File: src/rtl/mini_src_ctrl_seq_if.sv
// Control bundle between the Mini-SRC sequencer and its datapath: IR/run/mem_rdy in, strobes and status out.
// The master modport is the sequencer side; the slave modport is the datapath side.
interface mini_src_ctrl_seq_if #(
    parameter int CNT_W = 16
);
    logic             run;
    logic [31:0]      IR;
    logic             mem_rdy;
    logic             PCout, MARin, IncPC, PCin, Read, MDRin, MDRout, IRin, Yin;
    logic             Zlowin, Zhighin, Zlowout, Zhighout, LOin, HIin;
    logic [15:0]      R0_15_out;
    logic [15:0]      R0_15_in;
    logic [4:0]       opcode;
    logic             busy;
    logic             halted;
    logic             illegal;
    logic [CNT_W-1:0] instr_count;

    modport master (
        input  run, IR, mem_rdy,
        output PCout, MARin, IncPC, PCin, Read, MDRin, MDRout, IRin, Yin,
        output Zlowin, Zhighin, Zlowout, Zhighout, LOin, HIin,
        output R0_15_out, R0_15_in, opcode, busy, halted, illegal, instr_count
    );

    modport slave (
        output run, IR, mem_rdy,
        input  PCout, MARin, IncPC, PCin, Read, MDRin, MDRout, IRin, Yin,
        input  Zlowin, Zhighin, Zlowout, Zhighout, LOin, HIin,
        input  R0_15_out, R0_15_in, opcode, busy, halted, illegal, instr_count
    );
endinterface

File: src/rtl/mini_src_ctrl_seq.sv
// Hardwired Mini-SRC sequencer: fetch T0-T2, execute T3-T6; strobes are a Moore decode of state plus IR fields.
// T1 stretches while mem_rdy is low and gives up after MEM_WAIT_MAX cycles; run is honoured only at fetch entry.
module mini_src_ctrl_seq #(
    parameter int MEM_WAIT_MAX = 15,
    parameter int CNT_W        = 16
) (
    input  logic                clock,
    input  logic                clear,
    mini_src_ctrl_seq_if.master ctrl
);
    localparam int WAIT_W = (MEM_WAIT_MAX > 1) ? $clog2(MEM_WAIT_MAX) : 1;
    localparam logic [WAIT_W-1:0] WAIT_LAST = WAIT_W'(MEM_WAIT_MAX - 1);

    localparam logic [4:0] OP_ADD  = 5'b00011;
    localparam logic [4:0] OP_SUB  = 5'b00100;
    localparam logic [4:0] OP_SHR  = 5'b00101;
    localparam logic [4:0] OP_SHL  = 5'b00110;
    localparam logic [4:0] OP_ROR  = 5'b00111;
    localparam logic [4:0] OP_ROL  = 5'b01000;
    localparam logic [4:0] OP_AND  = 5'b01001;
    localparam logic [4:0] OP_OR   = 5'b01010;
    localparam logic [4:0] OP_MUL  = 5'b01111;
    localparam logic [4:0] OP_DIV  = 5'b10000;
    localparam logic [4:0] OP_HALT = 5'b11011;

    typedef enum logic [3:0] {
        S_IDLE, S_T0, S_T1, S_T2, S_T3, S_T4, S_T5, S_T6, S_HALT
    } state_t;

    state_t            state;
    logic [WAIT_W-1:0] wait_cnt;
    logic              illegal_q;
    logic [CNT_W-1:0]  cnt_q;

    logic [4:0]  op;
    logic [15:0] sel_ra, sel_rb, sel_rc;
    logic        is_alu, is_md, is_halt;

    assign op     = ctrl.IR[31:27];
    assign sel_ra = 16'd1 << ctrl.IR[26:23];
    assign sel_rb = 16'd1 << ctrl.IR[22:19];
    assign sel_rc = 16'd1 << ctrl.IR[18:15];

    always_comb begin
        is_alu  = 1'b0;
        is_md   = 1'b0;
        is_halt = 1'b0;
        case (op)
            OP_ADD, OP_SUB, OP_SHR, OP_SHL,
            OP_ROR, OP_ROL, OP_AND, OP_OR: is_alu  = 1'b1;
            OP_MUL, OP_DIV:                is_md   = 1'b1;
            OP_HALT:                       is_halt = 1'b1;
            default:                       ;
        endcase
    end

    always_ff @(posedge clock) begin
        if (clear) begin
            state     <= S_IDLE;
            wait_cnt  <= '0;
            illegal_q <= 1'b0;
            cnt_q     <= '0;
        end else begin
            case (state)
                S_IDLE: begin
                    if (ctrl.run) state <= S_T0;
                end
                S_T0: begin
                    wait_cnt <= '0;
                    state    <= S_T1;
                end
                S_T1: begin
                    // Data arriving on the last permitted cycle still wins over the timeout.
                    if (ctrl.mem_rdy) begin
                        wait_cnt <= '0;
                        state    <= S_T2;
                    end else if (wait_cnt == WAIT_LAST) begin
                        wait_cnt  <= '0;
                        illegal_q <= 1'b1;
                        state     <= S_IDLE;
                    end else begin
                        wait_cnt <= wait_cnt + 1'b1;
                    end
                end
                S_T2: state <= S_T3;
                S_T3: begin
                    if (is_halt) begin
                        state <= S_HALT;
                    end else if (is_alu || is_md) begin
                        state <= S_T4;
                    end else begin
                        illegal_q <= 1'b1;
                        state     <= ctrl.run ? S_T0 : S_IDLE;
                    end
                end
                S_T4: state <= S_T5;
                S_T5: begin
                    if (is_md) begin
                        state <= S_T6;
                    end else begin
                        cnt_q <= cnt_q + 1'b1;
                        state <= ctrl.run ? S_T0 : S_IDLE;
                    end
                end
                S_T6: begin
                    cnt_q <= cnt_q + 1'b1;
                    state <= ctrl.run ? S_T0 : S_IDLE;
                end
                S_HALT: state <= S_HALT;
                default: state <= S_IDLE;
            endcase
        end
    end

    always_comb begin
        ctrl.PCout     = 1'b0;
        ctrl.MARin     = 1'b0;
        ctrl.IncPC     = 1'b0;
        ctrl.PCin      = 1'b0;
        ctrl.Read      = 1'b0;
        ctrl.MDRin     = 1'b0;
        ctrl.MDRout    = 1'b0;
        ctrl.IRin      = 1'b0;
        ctrl.Yin       = 1'b0;
        ctrl.Zlowin    = 1'b0;
        ctrl.Zhighin   = 1'b0;
        ctrl.Zlowout   = 1'b0;
        ctrl.Zhighout  = 1'b0;
        ctrl.LOin      = 1'b0;
        ctrl.HIin      = 1'b0;
        ctrl.R0_15_out = 16'd0;
        ctrl.R0_15_in  = 16'd0;
        ctrl.opcode    = 5'd0;
        case (state)
            S_T0: begin
                ctrl.PCout  = 1'b1;
                ctrl.MARin  = 1'b1;
                ctrl.IncPC  = 1'b1;
                ctrl.Zlowin = 1'b1;
            end
            S_T1: begin
                // PC update happens once per fetch, however long memory stalls.
                ctrl.Read    = 1'b1;
                ctrl.MDRin   = ctrl.mem_rdy;
                ctrl.Zlowout = (wait_cnt == '0);
                ctrl.PCin    = (wait_cnt == '0);
            end
            S_T2: begin
                ctrl.MDRout = 1'b1;
                ctrl.IRin   = 1'b1;
            end
            S_T3: begin
                if (is_alu) begin
                    ctrl.R0_15_out = sel_rb;
                    ctrl.Yin       = 1'b1;
                end else if (is_md) begin
                    ctrl.R0_15_out = sel_ra;
                    ctrl.Yin       = 1'b1;
                end
            end
            S_T4: begin
                ctrl.opcode    = op;
                ctrl.Zlowin    = 1'b1;
                ctrl.Zhighin   = is_md;
                ctrl.R0_15_out = is_md ? sel_rb : sel_rc;
            end
            S_T5: begin
                ctrl.Zlowout  = 1'b1;
                ctrl.LOin     = is_md;
                ctrl.R0_15_in = is_md ? 16'd0 : sel_ra;
            end
            S_T6: begin
                ctrl.Zhighout = 1'b1;
                ctrl.HIin     = 1'b1;
            end
            default: ;
        endcase
    end

    assign ctrl.busy        = (state != S_IDLE) && (state != S_HALT);
    assign ctrl.halted      = (state == S_HALT);
    assign ctrl.illegal     = illegal_q;
    assign ctrl.instr_count = cnt_q;
endmodule

File: src/flat_wrapper.sv
// flat-port wrapper written by rule: the top's interface ports become plain ports
module mini_src_ctrl_seq_flat 
#(
    parameter int MEM_WAIT_MAX = 15,
    parameter int CNT_W        = 16
)
  (clock, clear, ctrl_run, ctrl_IR, ctrl_mem_rdy, ctrl_PCout, ctrl_MARin, ctrl_IncPC, ctrl_PCin, ctrl_Read, ctrl_MDRin, ctrl_MDRout, ctrl_IRin, ctrl_Yin, ctrl_Zlowin, ctrl_Zhighin, ctrl_Zlowout, ctrl_Zhighout, ctrl_LOin, ctrl_HIin, ctrl_R0_15_out, ctrl_R0_15_in, ctrl_opcode, ctrl_busy, ctrl_halted, ctrl_illegal, ctrl_instr_count);
  mini_src_ctrl_seq_if #(.CNT_W(CNT_W)) ctrl_i ();
  input  logic clock;
  input  logic clear;
  input wire logic [$bits(ctrl_i.run)-1:0] ctrl_run;
  input wire logic [$bits(ctrl_i.IR)-1:0] ctrl_IR;
  input wire logic [$bits(ctrl_i.mem_rdy)-1:0] ctrl_mem_rdy;
  output wire logic [$bits(ctrl_i.PCout)-1:0] ctrl_PCout;
  output wire logic [$bits(ctrl_i.MARin)-1:0] ctrl_MARin;
  output wire logic [$bits(ctrl_i.IncPC)-1:0] ctrl_IncPC;
  output wire logic [$bits(ctrl_i.PCin)-1:0] ctrl_PCin;
  output wire logic [$bits(ctrl_i.Read)-1:0] ctrl_Read;
  output wire logic [$bits(ctrl_i.MDRin)-1:0] ctrl_MDRin;
  output wire logic [$bits(ctrl_i.MDRout)-1:0] ctrl_MDRout;
  output wire logic [$bits(ctrl_i.IRin)-1:0] ctrl_IRin;
  output wire logic [$bits(ctrl_i.Yin)-1:0] ctrl_Yin;
  output wire logic [$bits(ctrl_i.Zlowin)-1:0] ctrl_Zlowin;
  output wire logic [$bits(ctrl_i.Zhighin)-1:0] ctrl_Zhighin;
  output wire logic [$bits(ctrl_i.Zlowout)-1:0] ctrl_Zlowout;
  output wire logic [$bits(ctrl_i.Zhighout)-1:0] ctrl_Zhighout;
  output wire logic [$bits(ctrl_i.LOin)-1:0] ctrl_LOin;
  output wire logic [$bits(ctrl_i.HIin)-1:0] ctrl_HIin;
  output wire logic [$bits(ctrl_i.R0_15_out)-1:0] ctrl_R0_15_out;
  output wire logic [$bits(ctrl_i.R0_15_in)-1:0] ctrl_R0_15_in;
  output wire logic [$bits(ctrl_i.opcode)-1:0] ctrl_opcode;
  output wire logic [$bits(ctrl_i.busy)-1:0] ctrl_busy;
  output wire logic [$bits(ctrl_i.halted)-1:0] ctrl_halted;
  output wire logic [$bits(ctrl_i.illegal)-1:0] ctrl_illegal;
  output wire logic [$bits(ctrl_i.instr_count)-1:0] ctrl_instr_count;
  assign ctrl_i.run = ctrl_run;
  assign ctrl_i.IR = ctrl_IR;
  assign ctrl_i.mem_rdy = ctrl_mem_rdy;
  assign ctrl_PCout = ctrl_i.PCout;
  assign ctrl_MARin = ctrl_i.MARin;
  assign ctrl_IncPC = ctrl_i.IncPC;
  assign ctrl_PCin = ctrl_i.PCin;
  assign ctrl_Read = ctrl_i.Read;
  assign ctrl_MDRin = ctrl_i.MDRin;
  assign ctrl_MDRout = ctrl_i.MDRout;
  assign ctrl_IRin = ctrl_i.IRin;
  assign ctrl_Yin = ctrl_i.Yin;
  assign ctrl_Zlowin = ctrl_i.Zlowin;
  assign ctrl_Zhighin = ctrl_i.Zhighin;
  assign ctrl_Zlowout = ctrl_i.Zlowout;
  assign ctrl_Zhighout = ctrl_i.Zhighout;
  assign ctrl_LOin = ctrl_i.LOin;
  assign ctrl_HIin = ctrl_i.HIin;
  assign ctrl_R0_15_out = ctrl_i.R0_15_out;
  assign ctrl_R0_15_in = ctrl_i.R0_15_in;
  assign ctrl_opcode = ctrl_i.opcode;
  assign ctrl_busy = ctrl_i.busy;
  assign ctrl_halted = ctrl_i.halted;
  assign ctrl_illegal = ctrl_i.illegal;
  assign ctrl_instr_count = ctrl_i.instr_count;
  mini_src_ctrl_seq #(.MEM_WAIT_MAX(MEM_WAIT_MAX), .CNT_W(CNT_W)) u_core (.clock(clock), .clear(clear), .ctrl(ctrl_i));
endmodule
File: config.mk
export PLATFORM = sky130hd
export DESIGN_NAME = mini_src_ctrl_seq_flat
export DESIGN_NICKNAME = d
export VERILOG_FILES = /design/src/rtl/mini_src_ctrl_seq_if.sv /design/src/rtl/mini_src_ctrl_seq.sv /design/src/flat_wrapper.sv
export SDC_FILE = /design/constraint.sdc
export NUM_CORES = 1
export LEC_CHECK = 0
export CORE_ASPECT_RATIO = 0.75
export CORE_MARGIN = 1
export CORE_UTILIZATION = 42
export CTS_CLUSTER_SIZE = 40
export DETAILED_ROUTE_END_ITERATION = 8
export PLACE_DENSITY_LB_ADDON = 0.1
export SLEW_MARGIN = 20
export SYNTH_ARGS = -nofsm -noshare
export SYNTH_HDL_FRONTEND = slang
export SYNTH_SLANG_ARGS = --single-unit
File: constraint.sdc
create_clock -name clock -period 2 [get_ports clock]
set_clock_uncertainty 0.1 [all_clocks]
set_input_delay 0.4 -clock clock [delete_from_list [all_inputs] [get_ports clock]]
set_output_delay 0.4 -clock clock [all_outputs]
set_load 0.01 [all_outputs]
* Word level (Yosys, flattened, before mapping)
Cells that the tools add are included.
Word-level totals: register bits after elaboration 25
Cells by class: add/sub/neg operators 2, equal/unequal tests 28, shift-type cells 3, multiplexer cells 41, reductions and logical operators 14
Operators by type and width (number):
- 16-bit two-way mux | 6
- 16-bit case mux with 2 select lines | 2
- 1-bit by 4-bit << shifter with 16-bit output, first input constant | 3
- 4-bit case mux with 9 select lines | 1
- 4-bit two-way mux | 8
- 5-bit by 3-bit == test with 1-bit output, second input constant | 4
- 5-bit by 4-bit == test with 1-bit output, second input constant | 4
- 1-bit two-way mux | 20
- 16-bit by 1-bit adder with 16-bit output, second input constant | 1
- 4-bit by 3-bit == test with 1-bit output, second input constant | 4
- 5-bit == test, second input constant | 2
- 2-bit != test, second input constant | 5
- 4-bit by 2-bit == test with 1-bit output, second input constant | 2
- 4-bit == test, second input constant | 2
- 4-bit zero test | 2
- 4-bit case mux with 2 select lines | 1
- 8-bit OR reduction | 1
- 2-bit nonzero test | 3
- 5-bit by 2-bit == test with 1-bit output, second input constant | 1
- 5-bit two-way mux | 1
- 5-bit AND reduction | 1
- 4-bit by 1-bit adder with 4-bit output, second input constant | 1
- 4-bit by 1-bit == test with 1-bit output, second input constant | 1
- 4-bit != test, second input constant | 1
- 8 further kinds | 11

* Logic depth before layout (Yosys ltp)
Gate-level depths: netlist of the first run.
word-level depth 7, gate-level depth with buffers 7, mapped depth without buffers 7

* Worst setup path before layout of the first run
OpenSTA, ideal clock, no wires.
kind register to output, from register u_core.state[0], to output ctrl_Zlowout, cell stages (with the launch flop) 6, buffers on the path 1, slack -0.071 ns, arrival 1.571 ns, path through dfxtp_1 -> buf_2 -> and2b_1 -> nand2_1 -> nor4b_1 -> a21o_1
Between the ends: word-level cells in the longest chain between the ends 2, elaborated cells between the ends (all ways) 3, those cells by class eq/ne: 2; mux: 1
Ends and longest elaborated chain:
- start: declaration | RTL line mini_src_ctrl_seq.sv:30 | state_t state;
- start signal: assignment | RTL line mini_src_ctrl_seq.sv:93 | state <= ctrl.run ? S_T0 : S_IDLE;
- start signal: assignment | RTL line mini_src_ctrl_seq.sv:102 | state <= ctrl.run ? S_T0 : S_IDLE;
- start signal: assignment | RTL line mini_src_ctrl_seq.sv:107 | state <= ctrl.run ? S_T0 : S_IDLE;
- 4-bit by 3-bit == test with 1-bit output or 4-bit by 2-bit == test with 1-bit output (tied branches) | RTL line mini_src_ctrl_seq.sv:134 | case (state)
- 1-bit case mux with 2 select lines * | RTL line mini_src_ctrl_seq.sv:134
- end: declaration | RTL line flat_wrapper.sv:25 | output wire logic [$bits(ctrl_i.Zlowout)-1:0] ctrl_Zlowout;
Every way passes the cells marked *; elsewhere a longest branch is shown, timed or not.

* Final worst setup path of the first run
from register u_core.state[2], to output ctrl_R0_15_out[13]
Between the ends: word-level cells in the longest chain between the ends 2, elaborated cells between the ends (all ways) 3, those cells by class eq/ne: 2; mux: 1
Ends and longest elaborated chain:
- 4-bit by 3-bit == test with 1-bit output | RTL line mini_src_ctrl_seq.sv:134
- 16-bit case mux with 2 select lines * | RTL line mini_src_ctrl_seq.sv:134
- end: declaration | RTL line flat_wrapper.sv:29 | output wire logic [$bits(ctrl_i.R0_15_out)-1:0] ctrl_R0_15_out;
Marked as above.

==> flow_summary.json, run 1 <==
{
  "outcome": "finished with violations",
  "violations": "setup timing",
  "worst-path-buf-inv": 3,
  "ioPinCount": 107,
  "fp.dieW_um": 87.0,
  "ant_nets": 0,
  "cellPowerDensity_nw_per_um2": 400,
  "critPathKind": "reg -> out",
  "cts_sinks": 25,
  "dp_hpwl_mm": 6.36,
  "insertion_delay_ns": 0.29,
  "synthTopCellsByArea": "dfxtp_1, nor2_1, xor2_1",
  "async_flop_share_pct": 0,
  "synth_largest_area_cell": "dfxtp_1",
  "switching_power_mw": 0.665,
  "p_sw_share_pct": 37.3,
  "yosys_warnings": 0,
  "clkTransAtPathRegs_ns": 0.10,
  "vias": 3448,
  "setup_ws_ns": -0.489,
  "critPathLaunchType": "flop",
  "portBuffers": 91,
  "hold_path.startpoint": "u_core.ctrl.instr_count[11]$_SDFFE_PP0P_",
  "synth_area_um2": 2270,
  "fin_area_um2": 4460,
  "synth.distinct_cells": 65,
  "finalSetupViolations": 53,
  "h-tree-depth": 1,
  "drt-initial-drc-count": 342,
  "routed_wl_mm": 11.5,
  "required_ns": 1.50,
  "max_freq_ghz": 0.402,
  "fillCellCount": 238,
  "hold_viol_final": 0,
  "rsz0062_at_grt": "yes",
  "tns_ns": -13.09,
  "firstDrtPassIters": 6,
  "rows": 22,
  "fp.dieH_um": 65.7,
  "timing.slew.headroom_pct": 65.2,
  "dpl-instance-area_um2": 3650,
  "vias_per_cell": 6.12,
  "coreArea_um2": 5040,
  "area_growth_pct": 96.0,
  "syn_nets": 343,
  "p_seq_share_pct": 30.2,
  "clockPowerShare_pct": 18.2,
  "vdd_drop_max_uv": 307,
  "holdBufCountCts": 0,
  "cp_max_fo": 4,
  "comb_power_share_pct": 51.6,
  "root_buffer": "clkbuf_8",
  "worst_pin_slew_ns": 0.515,
  "layout-drive-gt1-share_pct": 53.2,
  "dieArea_um2": 5710,
  "cts_tree": "built",
  "cp-startpoint": "u_core.state[2]$_SDFFE_PP0P_",
  "synth-main-ff-cell": "dfxtp_1",
  "antennaDiodeCount": 0,
  "drv_slew": 0,
  "fin_crit_ns": 2.49,
  "globalRouteOverflowTotal": 0,
  "start_util_pct": 45.1,
  "wl_per_cell_um": 20.4,
  "leakage_nw": 1.99,
  "grt_pass1_wl_mm": 15.1,
  "synth_edf_count": 0,
  "path_cells": "nand2b_4 -> or3_4 -> buf_4 -> nor4_4 -> buf_4 -> a32oi_1 -> o21ai_1 -> buf_2",
  "slowest_delay_ns": 0.42,
  "cp_slowest_cell": "or3_4",
  "grt_pass1_vias": 2996,
  "intPower_mw": 1.12,
  "crit_family": "simple AND/OR/NAND/NOR gates",
  "grt_antenna_before_repair": 0,
  "period_share_pct": 124,
  "gr-usage-all-layers_pct": 34.6,
  "nets": 532,
  "syn_inst": 303,
  "grt_start_max_net_pins": 17,
  "hold_path_class": "reg -> reg",
  "synth_area_per_cell_um2": 7.50,
  "cpMostUsedCell": "buf_4",
  "synth-seq-cells": 25,
  "worstReg2RegStart": "u_core.state[0]$_SDFFE_PP0P_",
  "drc": 0,
  "synth_seq_area_share_pct": 22.0,
  "synth_top_area_share_pct": 22.0,
  "drv_cap": 0,
  "critPathArrivalTime_ns": 1.99,
  "gp_routability_congestion": 0.973,
  "clock_path_buffers": 2,
  "endpoint_kind": "output port",
  "numCtsBuffers": 3
}
==> final cells by class <==
class	instances	area [um^2]	share of cell area (%)
multi-input combinational	251	2090	47.0
clock buffer	3	41.3	0.927
inverter	10	40.0	0.899
tap	72	90.1	2.02
clock inverter	1	7.51	0.168
sequential	25	508	11.4
timing repair buffer	201	1670	37.6
==> per-layer routing <==
metal  up-vias  routed length, um  GRT usage [%]  part of all wire (%)
met3        74               1200           6.66                    10
met1      1615               4620           47.2                    40
met4         0                513           11.3                   4.5
li1       1478                  -              -                     -
met2       281               5150           54.6                    45
met5         -                  0              0                     0
==> stage by stage <==
stage | instances | util [%] | worst slack (ns) | hold WS (ns) | power, mW
after floorplan | 303 | - | -0.0428 | 0.418 | 0.838
after global placement | 510 | 72.4 | -1.20 | 0.403 | 1.15
after detailed placement | 510 | 72.4 | -1.18 | 0.429 | 1.16
after CTS | 545 | 81.5 | -0.463 | 0.449 | 1.58
after global routing | 563 | 88.5 | -0.564 | 0.498 | 1.83
final | 563 | 88.5 | -0.489 | 0.457 | 1.78
==> power by group through the flow <==
stage                     Clock [mW]  Sequential [mW]  Combinational (mW)
after global routing           0.333            0.541               0.953
after detailed placement           0            0.542               0.614
final                          0.324            0.538               0.920
after floorplan                    0            0.539               0.299
after CTS                      0.313            0.535               0.729
after global placement             0            0.542               0.604
==> path summary, 6_finish.rpt <==
kind | end | slack, ns | cells after the start
max reg2reg | u_core.ctrl.instr_count[13]$_SDFFE_PP0P_ | -0.16 | 9
max | ctrl_R0_15_out[13] | -0.49 | 8
min | u_core.ctrl.instr_count[11]$_SDFFE_PP0P_ | 0.46 | 2
min reg2reg | u_core.ctrl.instr_count[11]$_SDFFE_PP0P_ | 0.46 | 2
==> state kept, by name, summed over array words and instances (netlist names) <==
name	cells
u_core.ctrl.illegal	1
u_core.ctrl.instr_count	16
u_core.state	4
u_core.wait_cnt	4
==> cells in the final DEF (no fill, tap or decap), types with 8 or more instances in the layout <==
master	n
a21oi_1	8
and3_1	9
buf_2	35
buf_4	80
buf_6	43
clkdlybuf4s50_1	27
dfxtp_1	21
nand2_1	14
nand4_1	17
nor2_1	38
nor2_2	11
xor2_1	15
==> cell usage after synthesis (2+ instances only) <==
master,instances
xor2_1,15
nand3b_1,3
and2_1,5
a21o_1,3
a31oi_1,3
dfxtp_1,25
nand4_1,17
and2b_1,2
xnor2_1,4
and3_1,11
o221ai_1,6
mux2i_1,3
buf_2,3
nand3b_2,2
buf_6,3
or3_1,2
nand2_1,20
buf_4,5
nand3_1,11
nor2b_1,6
a32oi_1,4
inv_1,10
nand2b_1,9
o32a_1,2
buf_1,2
nor4_4,2
o21ai_0,2
or2_2,2
ha_1,4
a21oi_1,10
nor3_1,10
and4_1,3
clkbuf_1,5
nor2_1,54
o21ai_1,5
==> kinds of logic after synthesis <==
family | synth area share, %
flops | 22.0
fa+ha+maj | 2.20
compound gates | 17.0
buf+inv | 6.60
xor+xnor | 7.32
mux | 1.82
simple gates | 43.0
==> tightest hold or removal path: stages (launching register included) <==
cell and delay, ns:
dfxtp_1 0.38, xor2_1 0.08, nor2_1 0.07
==> what timing repair did <==
action                                 4_1_cts  5_1_grt
pin swaps                                   32       25
endpoints found under the hold margin        0        0
resized for setup                          311       80
gates cloned                                 1        0
setup endpoints to repair                   70       67
setup buffers                               30       20
Power figures use the tool's default switching activity.
==> inputs of run 2 (changes only) <==
RECOVER_POWER = 50   (was default)
==> results of run 2 <==
Same layout as run 1: the final DEF is identical, and so are final timing and power.
==> inputs of run 3 (changes only) <==
CORE_MARGIN = default   (was 1)
SKIP_LAST_GASP = 1   (was default)
==> flow_summary.json, run 3 (same netlist as run 1, synthesis figures left out) <==
{
  "outcome": "finished with violations",
  "violations": "setup timing",
  "firstDrtPassIters": 6,
  "cp_slowest_cell": "or3_4",
  "cellPowerDensity_nw_per_um2": 406,
  "cts_tree": "built",
  "path_cells": "nand2b_4 -> or3_4 -> nor2_4 -> buf_4 -> nand3_4 -> o221ai_2 -> buf_2",
  "critPathKind": "reg -> out",
  "h-tree-depth": 1,
  "holdWs_ns": 0.454,
  "drv_slew": 0,
  "vias": 3626,
  "dieArea_um2": 5710,
  "drv_cap": 0,
  "fin_area_um2": 4480,
  "insertion_delay_ns": 0.29,
  "layout_commonest_cell": "buf_4",
  "fin_crit_ns": 2.50,
  "critPathArrivalTime_ns": 2.00,
  "leakage_nw": 2.01,
  "finalSetupViolations": 62,
  "endpoint_kind": "output port",
  "slowest_delay_ns": 0.39,
  "gp_routability_congestion": 0.973,
  "grt_pass1_wl_mm": 15.4,
  "max_freq_ghz": 0.401,
  "portBuffers": 91,
  "antennaDiodeCount": 0,
  "ant_nets": 0,
  "wl_per_cell_um": 22.8,
  "start_util_pct": 45.1,
  "tns_ns": -15.29,
  "cts_sinks": 25,
  "layout-drive-gt1-share_pct": 53.8,
  "grt_pass1_vias": 3023,
  "vdd_drop_max_uv": 346,
  "gr-usage-all-layers_pct": 35.4,
  "rows": 22,
  "multiInputGateArea_um2": 2110,
  "drt-initial-drc-count": 421,
  "coreArea_um2": 5040,
  "numCtsBuffers": 3,
  "place_ws_ns": -1.18,
  "ioPinCount": 107,
  "fillCellCount": 242,
  "worst_pin_slew_ns": 0.448,
  "grt_start_max_net_pins": 17,
  "dpl-instance-area_um2": 3650,
  "critPathLaunchType": "flop",
  "required_ns": 1.50,
  "seqCellArea_um2": 510,
  "place_inst": 510,
  "dp_hpwl_mm": 6.36,
  "hold_viol_final": 0,
  "total_power_mw": 1.82,
  "fp.dieH_um": 65.7,
  "setup_ws_ns": -0.495,
  "holdBufCountCts": 0,
  "grt_antenna_before_repair": 0,
  "routed_wl_mm": 12.9,
  "area_growth_pct": 97.1,
  "fp.dieW_um": 87.0,
  "clkTransAtPathRegs_ns": 0.10,
  "layout_common_cells": "buf_4, buf_6, nor2_1, buf_2, clkdlybuf4s50_1",
  "drc": 0,
  "hold_path_class": "reg -> reg",
  "post-route-util_pct": 88.9,
  "cp_max_fo": 5,
  "clock_path_buffers": 2,
  "globalRouteOverflowTotal": 0,
  "fin_cells": 566,
  "rsz0062_at_grt": "yes",
  "timing.slew.headroom_pct": 69.6,
  "vias_per_cell": 6.41,
  "root_buffer": "clkbuf_8",
  "largest_reg_flops": 16,
  "period_share_pct": 125,
  "nets": 535
}
run 3: critical path, delay by kind of cell (launching register included):
kind / cells / cell delay (ns)
buffers and inverters: 2 / 0.35
and+or+nand+nor: 4 / 0.83
DFF: 1 / 0.33
AOI/OAI and AO/OA: 1 / 0.21
run 3: worst paths after layout:
| path | from | end | slack [ns] | depth (start not counted) |
|---|---|---|---|---|
| worst max-delay path | u_core.state[3]$_SDFFE_PP0P_ | ctrl_R0_15_out[14] | -0.50 | 7 |
| worst min-delay path | u_core.ctrl.instr_count[11]$_SDFFE_PP0P_ | u_core.ctrl.instr_count[11]$_SDFFE_PP0P_ | 0.45 | 2 |
| worst max register to register | u_core.state[0]$_SDFFE_PP0P_ | u_core.ctrl.instr_count[7]$_SDFFE_PP0P_ | -0.31 | 9 |
| worst min register to register | u_core.ctrl.instr_count[11]$_SDFFE_PP0P_ | u_core.ctrl.instr_count[11]$_SDFFE_PP0P_ | 0.45 | 2 |
run 3: power breakdown:
part / internal (mW) / total, mW / leakage, nW / switching [mW]
clock network: 0.142 / 0.330 / 0.0217 / 0.187
registers: 0.519 / 0.540 / 0.204 / 0.0215
logic: 0.462 / 0.949 / 1.78 / 0.487
total: 1.12 / 1.82 / 2.01 / 0.695
run 3: layer usage:
metal,global-route usage [%],up-vias,part of all wire [%]
met5,0,-,0
met4,12.3,0,6.8
met3,5.03,112,12
met2,56.9,346,44
met1,48.2,1688,38
li1,-,1480,-
run 3: area by class of cell:
type	instances	area share [%]
well taps	72	2.01
flip-flops and latches	25	11.4
multi-input cells	251	47.1
inverters	10	0.838
clock buffers	3	0.922
repair buffers	204	37.6
clock inverters	1	0.168
run 3: what timing repair did:
| item | 4_1_cts | 5_1_grt |
|---|---|---|
| pin swaps | 29 | 33 |
| setup endpoints to repair | 70 | 68 |
| buffers inserted | 30 | 22 |
| gates resized for setup | 303 | 92 |
| gates cloned | 1 | 0 |
